==> config.mk <==
export PLATFORM = sky130hd
export DESIGN_NAME = regfile_wb_queue_flat
export DESIGN_NICKNAME = d
export VERILOG_FILES = /design/src/rtl/mips_pkg.sv /design/src/rtl/regfile_wb_queue_if.sv /design/src/rtl/wb_lookup.sv /design/src/rtl/regfile_wb_queue.sv /design/src/flat_wrapper.sv
export SDC_FILE = /design/constraint.sdc
export NUM_CORES = 1
export LEC_CHECK = 0
export ABC_AREA = 1
export CAP_MARGIN = 0
export CORE_ASPECT_RATIO = 0.75
export CORE_UTILIZATION = 50
export CTS_CLUSTER_DIAMETER = 30
export CTS_CLUSTER_SIZE = 10
export DETAILED_ROUTE_END_ITERATION = 10
export PLACE_DENSITY = 0.86
export SETUP_SLACK_MARGIN = 0.4
export SYNTH_ARGS = -nofsm -noshare
export SYNTH_HDL_FRONTEND = slang
export SYNTH_SLANG_ARGS = --single-unit
==> constraint.sdc <==
create_clock -name clk -period 3.25 [get_ports clk]
set_input_delay 0.65 -clock clk [delete_from_list [all_inputs] [get_ports clk]]
set_output_delay 0.65 -clock clk [all_outputs]
set_load 0.01 [all_outputs]
==> src/rtl/mips_pkg.sv <==
// Shared MIPS constants and the write-back queue entry type.
// wb_entry_t fixes the data field at WB_DATA_W, so queue instances keep DATA_W == WB_DATA_W.
package mips_pkg;
    localparam int REG_ADDR_W = 5;
    localparam logic [REG_ADDR_W-1:0] REG_ZERO = 5'd0;
    localparam int WB_DATA_W = 32;
    localparam int WB_DEPTH = 4;

    typedef struct packed {
        logic [REG_ADDR_W-1:0] rd;
        logic [WB_DATA_W-1:0]  data;
    } wb_entry_t;
endpackage

==> src/rtl/regfile_wb_queue_if.sv <==
// Bundle of the write-back queue's upstream, register-file and decode-lookup signals.
interface regfile_wb_queue_if
    import mips_pkg::*;
#(
    parameter int DEPTH  = WB_DEPTH,
    parameter int DATA_W = WB_DATA_W
);
    logic                     in_valid;
    logic                     in_ready;
    logic [REG_ADDR_W-1:0]    in_rd;
    logic [DATA_W-1:0]        in_data;
    logic                     wr_en;
    logic                     wr_ready;
    logic [REG_ADDR_W-1:0]    wr_addr;
    logic [DATA_W-1:0]        wr_data;
    logic [REG_ADDR_W-1:0]    q_addr1, q_addr2;
    logic                     q_pend1, q_pend2;
    logic [DATA_W-1:0]        q_data1, q_data2;
    logic [$clog2(DEPTH):0]   count;

    modport master (
        output in_valid, in_rd, in_data, wr_ready, q_addr1, q_addr2,
        input  in_ready, wr_en, wr_addr, wr_data, q_pend1, q_pend2, q_data1, q_data2, count
    );
    modport slave (
        input  in_valid, in_rd, in_data, wr_ready, q_addr1, q_addr2,
        output in_ready, wr_en, wr_addr, wr_data, q_pend1, q_pend2, q_data1, q_data2, count
    );
endinterface

==> src/rtl/wb_lookup.sv <==
// One decode read-port lookup: pending-write hit and, with WB_BYPASS_EN, youngest-match data.
// Without WB_BYPASS_EN the data output is tied to zero.
module wb_lookup
    import mips_pkg::*;
#(
    parameter int DEPTH  = WB_DEPTH,
    parameter int DATA_W = WB_DATA_W,
    localparam int PW    = $clog2(DEPTH)
) (
    input  wb_entry_t [DEPTH-1:0] entries,
    input  logic [DEPTH-1:0]      valid,
    input  logic [PW-1:0]         head,
    input  logic [REG_ADDR_W-1:0] addr,
    output logic                  pend,
    output logic [DATA_W-1:0]     data
);
    logic [DEPTH-1:0] hit;

    // r0 can never be pending, so a zero address masks every hit.
    always_comb begin
        hit = '0;
        for (int i = 0; i < DEPTH; i++)
            hit[i] = valid[i] && (entries[i].rd == addr) && (addr != REG_ZERO);
    end

    assign pend = |hit;

`ifdef WB_BYPASS_EN
    // Walk oldest to youngest so the last hit seen is the youngest.
    always_comb begin : youngest
        logic [PW-1:0] idx;
        idx  = '0;
        data = '0;
        for (int k = 0; k < DEPTH; k++) begin
            idx = head + PW'(k);
            if (hit[idx]) data = entries[idx].data;
        end
    end
`else
    logic unusedOk;
    assign unusedOk = ^{head, entries};
    assign data = '0;
`endif
endmodule

==> src/rtl/regfile_wb_queue.sv <==
// In-order write-back FIFO feeding the register file write port, with two decode lookups.
// Optional WB_BYPASS_EN enables youngest-match data forwarding on the lookup ports.
module regfile_wb_queue
    import mips_pkg::*;
#(
    parameter int DEPTH  = WB_DEPTH,
    parameter int DATA_W = WB_DATA_W
) (
    input logic clk,
    input logic rst,
    regfile_wb_queue_if.slave bus
);
    localparam int PW = $clog2(DEPTH);
    localparam int CW = PW + 1;

    wb_entry_t [DEPTH-1:0] mem;
    logic [PW-1:0]         head, tail;
    logic [CW-1:0]         cnt;
    logic [DEPTH-1:0]      vld;
    logic                  inReady, wrEn, push, pushQ, pop;

    assign inReady = cnt < CW'(DEPTH);
    assign wrEn    = cnt != '0;
    assign push    = bus.in_valid && inReady;
    assign pushQ   = push && (bus.in_rd != REG_ZERO);
    assign pop     = wrEn && bus.wr_ready;

    always_ff @(posedge clk) begin
        if (rst) begin
            head <= '0;
            tail <= '0;
            cnt  <= '0;
        end else begin
            if (pushQ) tail <= tail + 1'b1;
            if (pop)   head <= head + 1'b1;
            case ({pushQ, pop})
                2'b10:   cnt <= cnt + 1'b1;
                2'b01:   cnt <= cnt - 1'b1;
                default: cnt <= cnt;
            endcase
        end
    end

    // Payload storage needs no reset: occupancy alone decides what is live.
    always_ff @(posedge clk) begin
        if (pushQ) mem[tail] <= '{rd: bus.in_rd, data: bus.in_data};
    end

    always_comb begin : vldGen
        logic [PW-1:0] off;
        off = '0;
        vld = '0;
        for (int i = 0; i < DEPTH; i++) begin
            off    = PW'(i) - head;
            vld[i] = {1'b0, off} < cnt;
        end
    end

    assign bus.in_ready = inReady;
    assign bus.wr_en    = wrEn;
    assign bus.wr_addr  = wrEn ? mem[head].rd : '0;
    assign bus.wr_data  = wrEn ? mem[head].data : '0;
    assign bus.count    = cnt;

    logic [1:0][REG_ADDR_W-1:0] qAddr;
    logic [1:0]                 qPend;
    logic [1:0][DATA_W-1:0]     qData;

    assign qAddr = {bus.q_addr2, bus.q_addr1};

    for (genvar p = 0; p < 2; p++) begin : g_lk
        wb_lookup #(.DEPTH(DEPTH), .DATA_W(DATA_W)) u_lk (
            .entries (mem),
            .valid   (vld),
            .head    (head),
            .addr    (qAddr[p]),
            .pend    (qPend[p]),
            .data    (qData[p])
        );
    end

    assign bus.q_pend1 = qPend[0];
    assign bus.q_pend2 = qPend[1];
    assign bus.q_data1 = qData[0];
    assign bus.q_data2 = qData[1];
endmodule

==> src/flat_wrapper.sv <==
// flat-port wrapper written by rule: the top's interface ports become plain ports
module regfile_wb_queue_flat import mips_pkg::*;
#(
    parameter int DEPTH  = WB_DEPTH,
    parameter int DATA_W = WB_DATA_W
)
  (clk, rst, bus_in_valid, bus_in_rd, bus_in_data, bus_wr_ready, bus_q_addr1, bus_q_addr2, bus_in_ready, bus_wr_en, bus_wr_addr, bus_wr_data, bus_q_pend1, bus_q_pend2, bus_q_data1, bus_q_data2, bus_count);
  regfile_wb_queue_if #(.DEPTH(DEPTH), .DATA_W(DATA_W)) bus_i ();
  input logic clk;
  input logic rst;
  input wire logic [$bits(bus_i.in_valid)-1:0] bus_in_valid;
  input wire logic [$bits(bus_i.in_rd)-1:0] bus_in_rd;
  input wire logic [$bits(bus_i.in_data)-1:0] bus_in_data;
  input wire logic [$bits(bus_i.wr_ready)-1:0] bus_wr_ready;
  input wire logic [$bits(bus_i.q_addr1)-1:0] bus_q_addr1;
  input wire logic [$bits(bus_i.q_addr2)-1:0] bus_q_addr2;
  output wire logic [$bits(bus_i.in_ready)-1:0] bus_in_ready;
  output wire logic [$bits(bus_i.wr_en)-1:0] bus_wr_en;
  output wire logic [$bits(bus_i.wr_addr)-1:0] bus_wr_addr;
  output wire logic [$bits(bus_i.wr_data)-1:0] bus_wr_data;
  output wire logic [$bits(bus_i.q_pend1)-1:0] bus_q_pend1;
  output wire logic [$bits(bus_i.q_pend2)-1:0] bus_q_pend2;
  output wire logic [$bits(bus_i.q_data1)-1:0] bus_q_data1;
  output wire logic [$bits(bus_i.q_data2)-1:0] bus_q_data2;
  output wire logic [$bits(bus_i.count)-1:0] bus_count;
  assign bus_i.in_valid = bus_in_valid;
  assign bus_i.in_rd = bus_in_rd;
  assign bus_i.in_data = bus_in_data;
  assign bus_i.wr_ready = bus_wr_ready;
  assign bus_i.q_addr1 = bus_q_addr1;
  assign bus_i.q_addr2 = bus_q_addr2;
  assign bus_in_ready = bus_i.in_ready;
  assign bus_wr_en = bus_i.wr_en;
  assign bus_wr_addr = bus_i.wr_addr;
  assign bus_wr_data = bus_i.wr_data;
  assign bus_q_pend1 = bus_i.q_pend1;
  assign bus_q_pend2 = bus_i.q_pend2;
  assign bus_q_data1 = bus_i.q_data1;
  assign bus_q_data2 = bus_i.q_data2;
  assign bus_count = bus_i.count;
  regfile_wb_queue #(.DEPTH(DEPTH), .DATA_W(DATA_W)) u_core (.clk(clk), .rst(rst), .bus(bus_i));
endmodule
# == After elaboration in Yosys (flattened, before gate mapping) ==
# Cells that the tools add are included.
# W data, S select, Z words.
# totals
output_inout_bits,108
regBits,155
ramBits,0
latch_bits,0
mem_bits_ro,0
wordCells,72
mem_count,0
inputBits,51
# op_classes
n_addsub,8
order_cmp,8
bitwise,0
eq_ne,10
n_mul,0
shifts,0
n_mux,8
reduce_logical,27
div_mod_pow,0
# ops
operator,n
$bwmux W148,1
$bmux W37 S2,1
$demux W37 S2,1
$mux W37,2
$eq A5 B5 Y1,8
$mux W32,1
$logic_and A1 B1 Y1,20
$reduce_bool A5 Y1,3
$lt A2 B3 Y1,4
$reduce_or A4 Y1,2
$lt A2 B3 Y1 const B,2
$pmux W3 S2,1
$mux W5,1
$add A2 B1 Y2 const B,2
$sub A1 B2 Y2 const A,2
$sub A2 B2 Y2 const A,2
$add A3 B1 Y3 const B,1
$lt A3 B3 Y1 const B,1
$reduce_bool A3 Y1,1
$sub A3 B1 Y3 const B,1
$eq A2 B1 Y1 const B,1
$eq A2 B2 Y1 const B,1
$ge A2 B1 Y1 const B,1
$reduce_bool A2 Y1,1

# == Depth between registers and ports, before layout ==
# Gate-level depths: netlist of the first run.
# depth
word_depth,5
ltp_mapped,14
ltp_nobuf,12

# == Hierarchy ==
# A second synthesis of the first run with hierarchy kept.
# unflattened
cells_unflattened,759
area_unflattened_um2,7681.1
# modules_own_cells
mod,cells_each,area_per_inst_um2,seq_area_each_um2,n_inst
regfile_wb_queue,487,6397.4,4584.4,1
wb_lookup,136,641.9,0.0,2

# == Worst setup path before layout of the first run ==
# Ideal clock, no wire load.
# synth_timing
kind,input-to-reg
startpoint,input port bus_in_rd[3]
endpoint,"register u_core.mem[0] (netlist bit), enable pin"
cell_stages,4
t_required_ns,2.819
t_arrival_ns,2.493
slack_ns,0.326
setup_time_ns,0.431
path_buffers,0
cell_sequence,nor2_1 > nand3b_1 > nand3_2 > nor2_1
# synth_between
elab_chain_cells,2
# synth_rtl
element,line_no,rtl
"start, declared",flat_wrapper.sv:12,input wire logic [$bits(bus_i.in_rd)-1:0] bus_in_rd;
$reduce_bool A5 Y1,regfile_wb_queue.sv:25,assign pushQ = push && (bus.in_rd != REG_ZERO);
$logic_and A1 B1 Y1,regfile_wb_queue.sv:25,
"end signal, assigned by index",regfile_wb_queue.sv:46,"if (pushQ) mem[tail] <= '{rd: bus.in_rd, data: bus.in_data};"
"end, declared",regfile_wb_queue.sv:16,wb_entry_t [DEPTH-1:0] mem;
# Every way passes these cells.
# A chain may end at the register's enable or synchronous reset.

# == Worst setup path in the final report of the first run ==
# layout_timing
startpoint,"register u_core.cnt[2], in the netlist u_core.bus.count[2]"
endpoint,output port bus_wr_data[18]
# layout_between
elab_chain_cells,2
# layout_rtl
element,line_no,rtl
"start, declared",regfile_wb_queue.sv:18,logic [CW-1:0] cnt;
"start signal, assigned",regfile_wb_queue.sv:37,2'b10: cnt <= cnt + 1'b1;
"start signal, assigned",regfile_wb_queue.sv:38,2'b01: cnt <= cnt - 1'b1;
"start signal, assigned",regfile_wb_queue.sv:39,default: cnt <= cnt;
$reduce_bool A3 Y1,regfile_wb_queue.sv:23,assign wrEn = cnt != '0;
$mux W32,regfile_wb_queue.sv:62,assign bus.wr_data = wrEn ? mem[head].data : '0;
"end, declared",flat_wrapper.sv:20,output wire logic [$bits(bus_i.wr_data)-1:0] bus_wr_data;
# Every way passes these cells.

==> impl_metrics.csv, run 1 <==
group,metric,value,unit
clock_tree,clk_pin_slew_worst_paths,0.06,ns
synth,async_flop_share,0,%
clock_tree,cts_buffers,17,
global_routing,overflow,0,
clock_tree,worstSkewPairLatency,0.42,ns
placement,pre_cts_slack,0.150,ns
detailed_routing,drc,0,
global_routing,gr-usage-all-layers,21.5,%
cells_and_area,antennaDiodeCount,0,
placement,hpwl,10.3,mm
synth,syn_avg_cell_area,11.7,sq um
worst_setup_path,endpoint_kind,"output pin",
worst_setup_path,reg2reg_from,"u_core.bus.count[2]",
placement,dpl_cell_area,8520,sq um
power,p_leak,3.37,nW
sta,finalHoldViolCount,0,
cells_and_area,nFillCells,1113,
worst_setup_path,r2r_slack,1.20,ns
floorplanning,coreArea,14700,sq um
clock_tree,cts_tree,"done",
cells_and_area,seqCellArea,4590,sq um
sta,setup_violations,0,
global_routing,grt_pass1_vias,4760,
sta,fin_worst_skew,0.00744,ns
global_routing,antenna_found_initial,1,
worst_setup_path,worstPathRequired,2.60,ns
detailed_routing,viasPerCell,5.36,
sta,setup_ws,0.415,ns
cells_and_area,fin_nets,806,
worst_setup_path,setup.worst_path.class,"flip-flop to output pin",
sta,fin_crit,2.83,ns
floorplanning,rows,38,
detailed_routing,firstDrtPassIters,5,
power,p_total,7.43,mW
cells_and_area,area.growth.synth_to_final,21.2,%
power,pwr_density_cell,802,nW/um^2
cells_and_area,drive_above_1_share,15.2,%
synth,ys_top_cells_by_area,"edfxtp_1 (58%), nand3_1 (9.0%), buf_4 (6.8%)",
placement,port-buffer-count,94,
synth,synth-main-ff-cell,"edfxtp_1",
worst_hold_path,hp-class,"flip-flop to flip-flop",
sta,fmax,353,MHz
sta,final_max_slew_viol_count,0,
placement,place_inst,923,
sta,hold_ws,0.539,ns
worst_hold_path,hold_end,"u_core.tail[1]",
cells_and_area,final_area,9260,sq um
worst_setup_path,setup.worst_path.start_class,"flip-flop",
clock_tree,cts_root_buf,"clkbuf_16",
sta,fin_crit_sh,87.2,%
synth,synth_largest_area_cell,"edfxtp_1",
clock_tree,cts_max_level,4,
power,ir_worst_vdd,462,uV
worst_setup_path,critPathMaxFanout,24,
worst_hold_path,holdPathStages,2,
floorplanning,fp.dieW,145,um
clock_tree,clock-sinks,155,
worst_setup_path,cp.arrival,2.18,ns
global_routing,grt_pass1_wl,24.8,mm
job,maxCapViolCount,0,
sta,tns,0,ns
worst_hold_path,hold_path.startpoint,"u_core.tail[1]",
floorplanning,start_util,52.0,%
detailed_routing,drtIter0Drc,379,
floorplanning,die_area,15800,sq um
synth,yosysSeqAreaShare,60.0,%
cells_and_area,fin_cells,958,
outcome,status,"finished, final reports clean",
synth,synth_seq_cells,155,
cells_and_area,multi_input_area,2480,sq um
detailed_routing,dr_total_vias,5132,
cells_and_area,final_util,63.0,%
synth,synth_edf_count,148,
synth,synth.distinct_cells,30,
clock_tree,ctsLongestPathBuffers,2,
sta,rsz0062_at_grt,"yes",
detailed_routing,ant_nets,0,
floorplanning,die_h,109,um
synth,synth_top_area_share,58.1,%
worst_setup_path,ff2ff_path_depth,11,
synth,yosysWarnings,0,
synth,synthCells,651,
detailed_routing,routed_wl,16.5,mm
synth,syn_area,7640,sq um
placement,gp_congestion,0.929,
global_routing,grt_max_degree,47,
detailed_routing,avgRoutedWirePerCell,17.2,um
worst_setup_path,r2r-end,"u_core.bus.count[2]",
floorplanning,ios,159,
[layout make-up]
cell class | count | share of cell area (%)
clock buffers | 18 | 4.63
clock inverters | 14 | 1.46
inverters | 40 | 1.76
multi-input cells | 415 | 26.7
flip-flops and latches | 155 | 49.6
well taps | 200 | 2.70
repair buffers | 116 | 13.1
[cells in the mapped netlist (4+ instances only)]
cell      count
a41oi_1      14
edfxtp_1    148
nand2_1      70
a41oi_2      20
nand3_1     137
nor2_1       30
xnor2_1      17
inv_2        11
buf_2        29
dfxtp_1       7
xor2_1       10
inv_1        27
ha_1          9
nand4_1       4
buf_4        69
a21oi_1      10
o21ai_0       4
buf_6         6
o21ai_1       4
nand3_2      12
[report_power, final]
group          switching (mW)  total (mW)  internal, mW
clock                   0.815        1.89          1.07
sequential              0.106        2.54          2.43
combinational            1.76        3.01          1.25
total                    2.68        7.43          4.76
[per-layer routing]
layer  global-route usage (%)  vias up  wire (um)
met2                     35.6      231       8050
li1                         -     2401          -
met4                     6.02        2        177
met3                     7.07       22       1240
met5                        0        -         13
met1                     27.1     2476       7020
[critical path, stage by stage, from the launching register on]
cell and delay [ns]:
dfxtp_1 0.38, inv_2 0.12, nand3_2 0.15, inv_8 0.12, buf_4 0.22, a41oi_2 0.20
clkdlybuf4s50_1 0.57
[kinds of logic after synthesis]
logic type / synth area share [%]
AND/OR/NAND/NOR: 16.2
flip-flops: 60.0
buffers and inverters: 11.5
AO/OA/AOI/OAI: 7.38
XOR/XNOR: 3.09
adder cells (fa/ha/maj): 1.74
other: 0.0491
[cell usage in the layout, fill, tap and decap left out, types with 17 or more instances in the layout]
cell,count
nor2_1,26
xnor2_1,17
a41oi_2,22
nand3_1,137
inv_1,26
clkbuf_16,18
nand2_1,66
edfxtp_1,148
clkdlybuf4s50_1,84
conb_1,64
[registers in the layout, summed over array words and instances (netlist names)]
| signal | count |
|---|---|
| u_core.bus.count | 3 |
| u_core.head | 2 |
| u_core.mem | 148 |
| u_core.tail | 2 |
[how the worst max path moves through the flow]
stage,start,to,slack (ns),cells after the start
final,u_core.bus.count[2],bus_wr_data[18],0.42,6
after global routing,u_core.bus.count[2],bus_wr_data[18],0.35,6
after CTS,bus_q_addr1[4],bus_q_pend1,0.15,12
after detailed placement,bus_q_addr1[4],bus_q_pend1,0.15,12
after global placement,bus_q_addr1[4],bus_q_pend1,0.13,12
after floorplan,bus_in_rd[3],u_core.mem[0],0.33,4
[what timing repair did]
| action | CTS | global route |
|---|---|---|
| setup endpoints to repair | 39 | 33 |
| setup buffers | 1 | 1 |
| gates cloned | 0 | 1 |
| hold buffers | 0 | 0 |
| resized for setup | 14 | 35 |
| pin swaps | 1 | 1 |
Note: power is estimated with default switching activity, not from simulation.
==> run 2: changes to the inputs <==
- CTS_CLUSTER_SIZE: 10 -> 12
==> results of run 2 <==
No change in the layout: final DEF, timing and power equal those of run 1.
==> run 3: changes to the inputs <==
- ABC_AREA: 1 -> 0
- CAP_MARGIN: 0 -> 20
- PLACE_DENSITY: 0.86 -> 0.87
- clock period: 3.25 -> 3.1 ns (I/O delays scaled with it)
==> run 3 against run 2 <==
Global-route usage fell by 1.6 points. Count of clock-buffer cells in the layout rose by 2. Register-to-register slack got worse by 0.62 ns. Sequential cell count unchanged. Critical endpoint is now bus_q_pend2. Largest cell class unchanged. Largest power group unchanged.
==> impl_metrics.csv, run 3 <==
group,metric,value,unit
clock_tree,cts_tree,"done",
floorplanning,rows,37,
worst_setup_path,ff2ff_path_depth,8,
floorplanning,coreArea,13800,sq um
cells_and_area,largest_reg_flops,148,
synth,syn_area,7180,sq um
worst_hold_path,hp-class,"primary input to flip-flop",
global_routing,antenna_found_initial,0,
detailed_routing,drtIter0Drc,236,
clock_tree,ctsLongestPathBuffers,2,
worst_setup_path,max_stage_delay,0.44,ns
worst_setup_path,setup.worst_path.class,"flip-flop to output pin",
sta,fin_crit_sh,91.6,%
worst_setup_path,r2r_slack,0.58,ns
floorplanning,ios,159,
synth,synthCells,436,
detailed_routing,viasPerCell,5.15,
placement,gp_congestion,0.879,
worst_setup_path,critPathMaxFanout,5,
placement,hpwl,9.15,mm
synth,netlist_top_cells_count,"edfxtp_1 (148), buf_4 (64), and2_1 (37), mux4_2 (37), xnor2_1 (28)",
placement,dpl_cell_area,8180,sq um
synth,synth_edf_count,148,
synth,synth_seq_cells,155,
floorplanning,start_util,51.8,%
detailed_routing,dr_total_vias,3833,
power,ir_worst_vdd,483,uV
synth,synth_xor_area_share,5.61,%
detailed_routing,avgRoutedWirePerCell,19.1,um
synth,yosysWarnings,0,
power,p_leak,3.38,nW
job,maxCapViolCount,0,
synth,async_flop_share,0,%
synth,synthAdderAreaFrac,1.85,%
clock_tree,cts_root_buf,"clkbuf_16",
detailed_routing,ant_nets,0,
synth,synth_top_area_share,61.9,%
global_routing,grt_pass1_wl,21.6,mm
power,pwr_density_cell,840,nW/um^2
cells_and_area,drive_above_1_share,22.1,%
worst_setup_path,endpoint_kind,"output pin",
worst_setup_path,setup.worst_path.start_class,"flip-flop",
sta,setup_violations,0,
worst_setup_path,worstPathRequired,2.48,ns
worst_setup_path,cp.arrival,2.22,ns
floorplanning,fp.dieW,140,um
placement,port-buffer-count,94,
clock_tree,clock-sinks,155,
cells_and_area,largest_register,"u_core.mem",
cells_and_area,final_cell_mix,"edfxtp_1 (148), clkdlybuf4s50_1 (70), conb_1 (64)",
power,switching_power,2.23,mW
detailed_routing,routed_wl,14.2,mm
power,p_sw_share,29.4,%
worst_setup_path,crit_chain,"xnor2_2 -> inv_1 -> ha_1 -> nand2b_1 -> o2bb2ai_4 -> nor4_2 -> nor4_1 -> a21oi_1 -> buf_2",
cells_and_area,final_common_cell,"edfxtp_1",
cells_and_area,final_area,9050,sq um
sta,rsz0062_at_grt,"yes",
clock_tree,worstSkewPairLatency,0.41,ns
cells_and_area,area.growth.synth_to_final,26.1,%
power,pwr-share-comb,37.1,%
synth,synth_top_family_by_area,"multiplexers",
outcome,status,"finished, final reports clean",
synth,ys_top_cells_by_area,"edfxtp_1 (62%), mux4_2 (12%), buf_4 (6.7%)",
worst_setup_path,slowest_stage,"dfxtp_4",
cells_and_area,nFillCells,921,
sta,finalHoldViolCount,0,
global_routing,grt_max_degree,40,
global_routing,grt_pass1_vias,4065,
cells_and_area,antennaDiodeCount,0,
clock_tree,cts_max_level,4,
synth,synth-simple-area-share,6.45,%
synth,yosysMostFrequentCell,"edfxtp_1",
floorplanning,die_h,106,um
synth,synthMuxAreaShare,11.8,%
power,clock_power_share,27.3,%
power,seq_power_share,35.6,%
synth,syn_avg_cell_area,16.5,sq um
global_routing,overflow,0,
cells_and_area,fin_nets,617,
sta,setup_ws,0.261,ns
clock_tree,clk_pin_slew_worst_paths,0.06,ns
synth,yosysSeqAreaShare,63.9,%
synth,synth_largest_area_cell,"edfxtp_1",
power,p_int,5.36,mW
sta,fin_worst_skew,0.00848,ns
detailed_routing,drc,0,
sta,final_max_slew_viol_count,0,
detailed_routing,firstDrtPassIters,4,
sta,fin_crit,2.84,ns
synth,synth-main-ff-cell,"edfxtp_1",
clock_tree,cts_buffers,17,
synth,synth.distinct_cells,32,
global_routing,gr-usage-all-layers,19.9,%
floorplanning,die_area,14800,sq um
sta,fmax,352,MHz
worst_hold_path,holdPathStages,1,
clock_tree,ctsHoldBuffers,0,
placement,pre_cts_slack,-0.204,ns
sta,hold_ws,0.514,ns
synth,synth_compound_area_share,1.27,%
-- run 3: cell types whose count changed after synthesis, sizes merged, moves of 10 or more --
cell   change
and2      +42
mux4      +37
a41oi     -34
buf       -22
inv       -29
nor2      -21
xnor2     +11
nor4      +10
nand3    -141
nand2     -70
-- run 3: worst paths after layout --
kind	startpoint	end
worst min register to register	u_core.bus.count[1]	u_core.bus.count[1]
worst max register to register	u_core.bus.count[0]	u_core.bus.count[2]
worst min-delay path	bus_in_rd[0]	u_core.mem[69]
worst max-delay path	u_core.head[0]	bus_q_pend2
-- run 3: kinds of logic (layout without fill, tap and decap cells) --
group / Yosys count / after routing
AOI/OAI and AO/OA: 12 / 12
xor gates and xnor gates: 46 / 46
adders and majority gates: 10 / 10
buffers and inverters: 96 / 166
DFF: 155 / 155
muxes: 38 / 38
other: 1 / 64
and+or+nand+nor: 78 / 78
-- run 3: power groups by stage --
stage,sequential (mW),clock [mW],combinational (mW)
after global placement,2.69,0,2.60
after detailed placement,2.71,0,2.62
after CTS,2.69,2.11,2.75
after global routing,2.72,2.18,3.04
after floorplan,2.68,0,1.57
final,2.70,2.08,2.82
-- run 3: per-layer routing --
metal	vias up	share of wire (%)	GRT usage (%)
met5	-	0	0
met4	0	1.0	7.93
met3	12	6.9	4.86
met2	183	51	33.0
met1	1913	41	25.4
li1	1725	-	-
-- run 3: area by class of cell --
| type | count | area (sq um) | area share (%) |
|---|---|---|---|
| multi-input combinational | 248 | 2270 | 25.1 |
| tap | 175 | 219 | 2.42 |
| clock buffer | 20 | 437 | 4.83 |
| clock inverter | 12 | 164 | 1.81 |
| sequential | 155 | 4590 | 50.8 |
| inverter | 9 | 36.3 | 0.401 |
| timing repair buffer | 125 | 1330 | 14.7 |
-- run 3: worst max-delay path, delay by kind of cell, from the launching register on --
| kind | cells | cell delay, ns |
|---|---|---|
| and+or+nand+nor | 3 | 0.46 |
| xor gates and xnor gates | 1 | 0.14 |
| DFF | 1 | 0.44 |
| buffers and inverters | 2 | 0.23 |
| adders and majority gates | 1 | 0.27 |
| AOI/OAI and AO/OA | 2 | 0.26 |
-- run 3: stage by stage --
step	util (%)	TNS (ns)	total power [mW]	std cells
global route	65.4	0	7.95	744
floorplan	-	0	4.26	499
finish	65.4	0	7.60	744
global placement	59.1	-0.319	5.29	705
detailed placement	59.1	-0.457	5.33	705
CTS	64.0	0	7.55	738
-- run 3: repair_timing --
action                                 in CTS  in global routing
gates cloned                                1                  1
gates resized for setup                    25                 36
setup endpoints to repair                  40                 40
setup buffers                               0                  5
pin swaps                                   4                 10
endpoints found under the hold margin       0                  0
